[src/rtl/bip2_control_unit.sv]
// BIP2 multi-cycle control unit: fetches instructions, owns the PC and IR,
// and decodes each instruction into the datapath control word.
module bip2_control_unit #(
    parameter int DATA_WIDTH    = 16,
    parameter int OPERAND_WIDTH = 11
) (
    input  logic                     clock_in,
    input  logic                     reset_n_in,
    input  logic [DATA_WIDTH-1:0]    prog_data_in,
    output logic [OPERAND_WIDTH-1:0] prog_addr_out,
    output logic                     prog_rd_out,
    input  logic                     status_Z_in,
    input  logic                     status_N_in,
    output logic [OPERAND_WIDTH-1:0] operand_out,
    output logic [1:0]               sel_A_out,
    output logic                     sel_B_out,
    output logic                     alu_op_out,
    output logic                     acc_wr_out,
    output logic                     status_wr_out,
    output logic                     acc_reset_out,
    output logic                     status_reset_out,
    output logic                     data_rd_out,
    output logic                     data_wr_out,
    output logic [OPERAND_WIDTH-1:0] pc_out,
    output logic                     halted_out
);

    localparam int OPCODE_WIDTH = DATA_WIDTH - OPERAND_WIDTH;

    typedef enum logic [2:0] {
        S_INIT,
        S_FETCH,
        S_DECODE,
        S_MEM,
        S_EXEC,
        S_HALT
    } state_t;

    typedef enum logic [OPCODE_WIDTH-1:0] {
        OP_HLT  = OPCODE_WIDTH'(0),
        OP_STO  = OPCODE_WIDTH'(1),
        OP_LD   = OPCODE_WIDTH'(2),
        OP_LDI  = OPCODE_WIDTH'(3),
        OP_ADD  = OPCODE_WIDTH'(4),
        OP_ADDI = OPCODE_WIDTH'(5),
        OP_SUB  = OPCODE_WIDTH'(6),
        OP_SUBI = OPCODE_WIDTH'(7),
        OP_BEQ  = OPCODE_WIDTH'(8),
        OP_BNE  = OPCODE_WIDTH'(9),
        OP_BGT  = OPCODE_WIDTH'(10),
        OP_BGE  = OPCODE_WIDTH'(11),
        OP_BLT  = OPCODE_WIDTH'(12),
        OP_BLE  = OPCODE_WIDTH'(13),
        OP_JMP  = OPCODE_WIDTH'(14)
    } opcode_t;

    state_t                  state;
    logic [OPERAND_WIDTH-1:0] pc;
    logic [DATA_WIDTH-1:0]    ir;
    opcode_t                  ir_op;
    opcode_t                  fetch_op;
    logic [OPERAND_WIDTH-1:0] ir_operand;
    logic                     needs_mem;
    logic                     taken;

    assign ir_op      = opcode_t'(ir[DATA_WIDTH-1:OPERAND_WIDTH]);
    assign fetch_op   = opcode_t'(prog_data_in[DATA_WIDTH-1:OPERAND_WIDTH]);
    assign ir_operand = ir[OPERAND_WIDTH-1:0];

    // Memory-phase decision is taken from the word arriving this cycle, not the IR.
    always_comb begin
        needs_mem = 1'b0;
        case (fetch_op)
            OP_LD, OP_ADD, OP_SUB: needs_mem = 1'b1;
            default:               needs_mem = 1'b0;
        endcase
    end

    always_comb begin
        taken = 1'b0;
        case (ir_op)
            OP_BEQ:  taken = status_Z_in;
            OP_BNE:  taken = ~status_Z_in;
            OP_BGT:  taken = ~status_Z_in & ~status_N_in;
            OP_BGE:  taken = ~status_N_in;
            OP_BLT:  taken = status_N_in;
            OP_BLE:  taken = status_Z_in | status_N_in;
            OP_JMP:  taken = 1'b1;
            default: taken = 1'b0;
        endcase
    end

    always_ff @(posedge clock_in or negedge reset_n_in) begin
        if (!reset_n_in) begin
            state <= S_INIT;
            pc    <= '0;
            ir    <= '0;
        end else begin
            case (state)
                S_INIT:   state <= S_FETCH;
                S_FETCH:  state <= S_DECODE;
                S_DECODE: begin
                    ir    <= prog_data_in;
                    state <= needs_mem ? S_MEM : S_EXEC;
                end
                S_MEM:    state <= S_EXEC;
                S_EXEC: begin
                    if (ir_op == OP_HLT) begin
                        state <= S_HALT;
                    end else begin
                        state <= S_FETCH;
                        pc    <= taken ? ir_operand : pc + OPERAND_WIDTH'(1);
                    end
                end
                S_HALT:   state <= S_HALT;
                default:  state <= S_INIT;
            endcase
        end
    end

    assign prog_addr_out = pc;
    assign pc_out        = pc;
    assign operand_out   = ir_operand;

    // Strobes decode from the state register so an asynchronous reset
    // removes them within the same cycle.
    always_comb begin
        prog_rd_out      = 1'b0;
        data_rd_out      = 1'b0;
        data_wr_out      = 1'b0;
        acc_wr_out       = 1'b0;
        status_wr_out    = 1'b0;
        acc_reset_out    = 1'b0;
        status_reset_out = 1'b0;
        sel_A_out        = 2'b00;
        sel_B_out        = 1'b0;
        alu_op_out       = 1'b0;
        halted_out       = 1'b0;
        case (state)
            S_INIT: begin
                acc_reset_out    = 1'b1;
                status_reset_out = 1'b1;
            end
            S_FETCH: prog_rd_out = 1'b1;
            S_MEM:   data_rd_out = 1'b1;
            S_EXEC: begin
                case (ir_op)
                    OP_STO: data_wr_out = 1'b1;
                    OP_LD:  acc_wr_out  = 1'b1;
                    OP_LDI: begin
                        sel_A_out  = 2'b01;
                        acc_wr_out = 1'b1;
                    end
                    OP_ADD, OP_ADDI, OP_SUB, OP_SUBI: begin
                        sel_A_out     = 2'b10;
                        sel_B_out     = (ir_op == OP_ADDI) || (ir_op == OP_SUBI);
                        alu_op_out    = (ir_op == OP_SUB) || (ir_op == OP_SUBI);
                        acc_wr_out    = 1'b1;
                        status_wr_out = 1'b1;
                    end
                    default: ;
                endcase
            end
            S_HALT:  halted_out = 1'b1;
            default: ;
        endcase
    end

endmodule

[config.mk]
export PLATFORM = sky130hd
export DESIGN_NAME = bip2_control_unit
export DESIGN_NICKNAME = d
export VERILOG_FILES = /design/src/rtl/bip2_control_unit.sv
export SDC_FILE = /design/constraint.sdc
export NUM_CORES = 1
export LEC_CHECK = 0
export ABC_AREA = 1
export CAP_MARGIN = 20
export CELL_PAD_IN_SITES_DETAIL_PLACEMENT = 0
export CELL_PAD_IN_SITES_GLOBAL_PLACEMENT = 2
export CORE_ASPECT_RATIO = 0.75
export CORE_MARGIN = 4
export CORE_UTILIZATION = 22
export CTS_BUF_LIST = sky130_fd_sc_hd__clkbuf_16
export CTS_CLUSTER_SIZE = 25
export DETAILED_ROUTE_END_ITERATION = 8
export GPL_TIMING_DRIVEN = 0
export PLACE_DENSITY = 0.87
export SLEW_MARGIN = 20
export SYNTH_ARGS = -nofsm -noshare
export SYNTH_HDL_FRONTEND = slang
export SYNTH_SLANG_ARGS = --single-unit
[constraint.sdc]
create_clock -name clock_in -period 1.3 [get_ports clock_in]
set_input_delay 0.325 -clock clock_in [delete_from_list [all_inputs] [get_ports clock_in]]
set_output_delay 0.325 -clock clock_in [all_outputs]
set_load 0.02 [all_outputs]
==> metrics.csv <==
metric,value,unit
status,finished with violations,
violations,negative setup slack,
finalHoldViolCount,0,
post-place-ws,-0.750,ns
layout-drive-gt1-share,51.5,%
layout_min_cycle_time,1.77,ns
syn_area,1890,sq um
final_cell_count_no_fill,474,
finalMaxSlewViolations,0,
path_buf_inv,3,
max_freq,566,MHz
worstMarginPinSlew,0.704,ns
die_y,88.3,um
ctsLongestPathBuffers,2,
ir_worst_vdd,1.08,mV
ant_nets,0,
ys_warn_count,0,
clk_pin_slew,0.05,ns
ys_ff_latch,30,
die-width,115,um
start_util,23.3,%
cp_cell_sequence,nor2_1 > inv_2 > nor2_4 > nand2_4 > buf_4 > a21oi_4 > buf_6,
io_pins,65,
critPathMaxFanout,5,
setup_viol_count_final,42,
cts_tree,done,
grt_max_degree,31,
end_kind,primary output,
vias,2047,
cp-start-kind,flop,
die-area,10200,sq um
worst_ep_required_time,0.98,ns
portBuffers,64,
diodes,0,
seq_area_frac_synth,39.7,%
nets,389,
slowest_stage,dfrtp_1,
relSlewSlack,53.1,%
timing.setup.tns,-6.88,ns
syn_inst,260,
cpLargestDelayFamily,flip-flops,
placed_cells,429,
clock_skew,0.00640,ns
first_pass_iters,4,
first_iter_violations,99,
drv_cap,0,
cts-buffers-inserted,5,
dp_hpwl,4250,um
hp-class,in -> async,
routed_wl,6600,um
drcViolationCount,0,
fin_crit_sh,136,%
fin_util,41.6,%
grt_overflow,0,
wl_per_cell,13.9,um
powerDensity,2620,nW/um^2
fin_ws,-0.466,ns
avgViaCountPerCell,4.32,
num_rows,28,
max_stage_delay,0.39,ns
insertion_delay,0.27,ns
rsz0062_at_grt,yes,
power_leakage,1.61,nW
synth_cell_types,24,
syn_nets,281,
grtUsageTotal,12.6,%
antenna_found_initial,0,
arrival,1.44,ns
cts.sinks,30,
avgSynthCellArea,7.28,sq um
syn2layout_area_growth,78.8,%
cts_hold_buf,0,
grt_pass1_wl,9960,um
cts_max_level,2,
crit_type,reg -> out,
core-area,8130,sq um
cts-root-buf,clkbuf_16,
place_congestion,0.773,
grt_pass1_vias,1930,
cell usage in the layout (no fill, tap or decap), types with 8 or more instances in the layout:
| cell type | synthesis | layout |
|---|---|---|
| dfrtp_1 | 30 | 19 |
| dfrtp_2 | 0 | 11 |
| inv_1 | 25 | 23 |
| nand2_1 | 80 | 64 |
| nor2_4 | 0 | 8 |
| buf_6 | 1 | 38 |
| nand3_2 | 3 | 9 |
| clkdlybuf4s50_1 | 0 | 16 |
| nand2_2 | 0 | 12 |
| buf_4 | 27 | 53 |
| o21ai_0 | 16 | 16 |
| nand4_1 | 12 | 12 |
| nor2_1 | 19 | 10 |
| buf_2 | 4 | 14 |
final cells by class:
cell class,instances,area [sq um]
plain buffers,29,245
clock buffers,5,125
clock inverters,3,12.5
fillers,839,4750
inverters,30,123
multi-input cells,168,1040
flip-flops and latches,30,764
well taps,105,131
repair buffers,104,936
synthesized netlist by cell type, drive strengths merged:
cell type / count / area, sq um
dfrtp: 30 / 751
inv: 30 / 113
nor3: 3 / 15.0
nand3: 20 / 115
nor4: 1 / 6.26
o211ai: 1 / 7.51
ha: 1 / 12.5
buf: 32 / 234
mux2: 1 / 11.3
xor2: 1 / 8.76
nand3b: 1 / 7.51
o21bai: 1 / 7.51
nand4: 12 / 75.1
xnor2: 4 / 35.0
nor2: 23 / 96.3
or2: 1 / 6.26
a21oi: 2 / 10.0
o21ai: 16 / 80.1
nand2: 80 / 300
flip-flops by register name (all words and copies together) (netlist names):
register / flops
ir: 16
pc_out: 11
state: 3
where the power goes:
part | switching [mW] | total (mW) | internal (mW)
sequential | 0.406 | 1.82 | 1.42
combinational | 3.12 | 5.95 | 2.84
clock | 0.397 | 1.09 | 0.690
total | 3.92 | 8.86 | 4.95
logic make-up after synthesis:
family / after synthesis / synth area share [%]
multiplexers: 1 / 0.595
flip-flops: 30 / 39.7
AND/OR/NAND/NOR: 141 / 32.9
adder cells (fa/ha/maj): 1 / 0.661
AO/OA/AOI/OAI: 20 / 5.56
XOR/XNOR: 5 / 2.31
buffers and inverters: 62 / 18.3
layer usage:
metal  vias to the layer above  wire length [um]  global-route usage, %
met1                       954              3150                   17.9
li1                       1016                 -                      -
met2                        73              2940                   19.7
met5                         -                 0                      0
met3                         4               481                   3.35
met4                         0                29                   1.92
metrics by stage:
| step | hold slack (ns) | total power, mW | cell area [sq um] |
|---|---|---|---|
| 2_1_floorplan | 0.0294 | 4.59 | 1950 |
| 3_3_place_gp | 0.498 | 6.28 | 2720 |
| 3_5_place_dp | 0.411 | 6.30 | 2720 |
| 4_1_cts | 0.128 | 8.19 | 3140 |
| 5_1_grt | 0.152 | 9.46 | 3380 |
| 6_report | 0.102 | 8.86 | 3380 |
timing repair:
action	CTS	global route
setup buffers	27	10
gates cloned	2	2
gates resized for setup	247	59
endpoints found under the hold margin	0	0
endpoints found under the setup margin	71	55
pin swaps	12	9
path summary, 6_finish.rpt:
path,slack (ns),from,depth (start not counted),end
max,-0.47,state[1],7,acc_wr_out
min,0.10,reset_n_in,1,ir[2]
max reg2reg,-0.16,ir[12],10,pc_out[2]
min reg2reg,0.56,ir[1],2,ir[1]
max in group asynchronous,0.70,reset_n_in,1,pc_out[2]
min in group clock_in,0.56,ir[1],2,ir[1]
(Power assumes the default switching activity.)
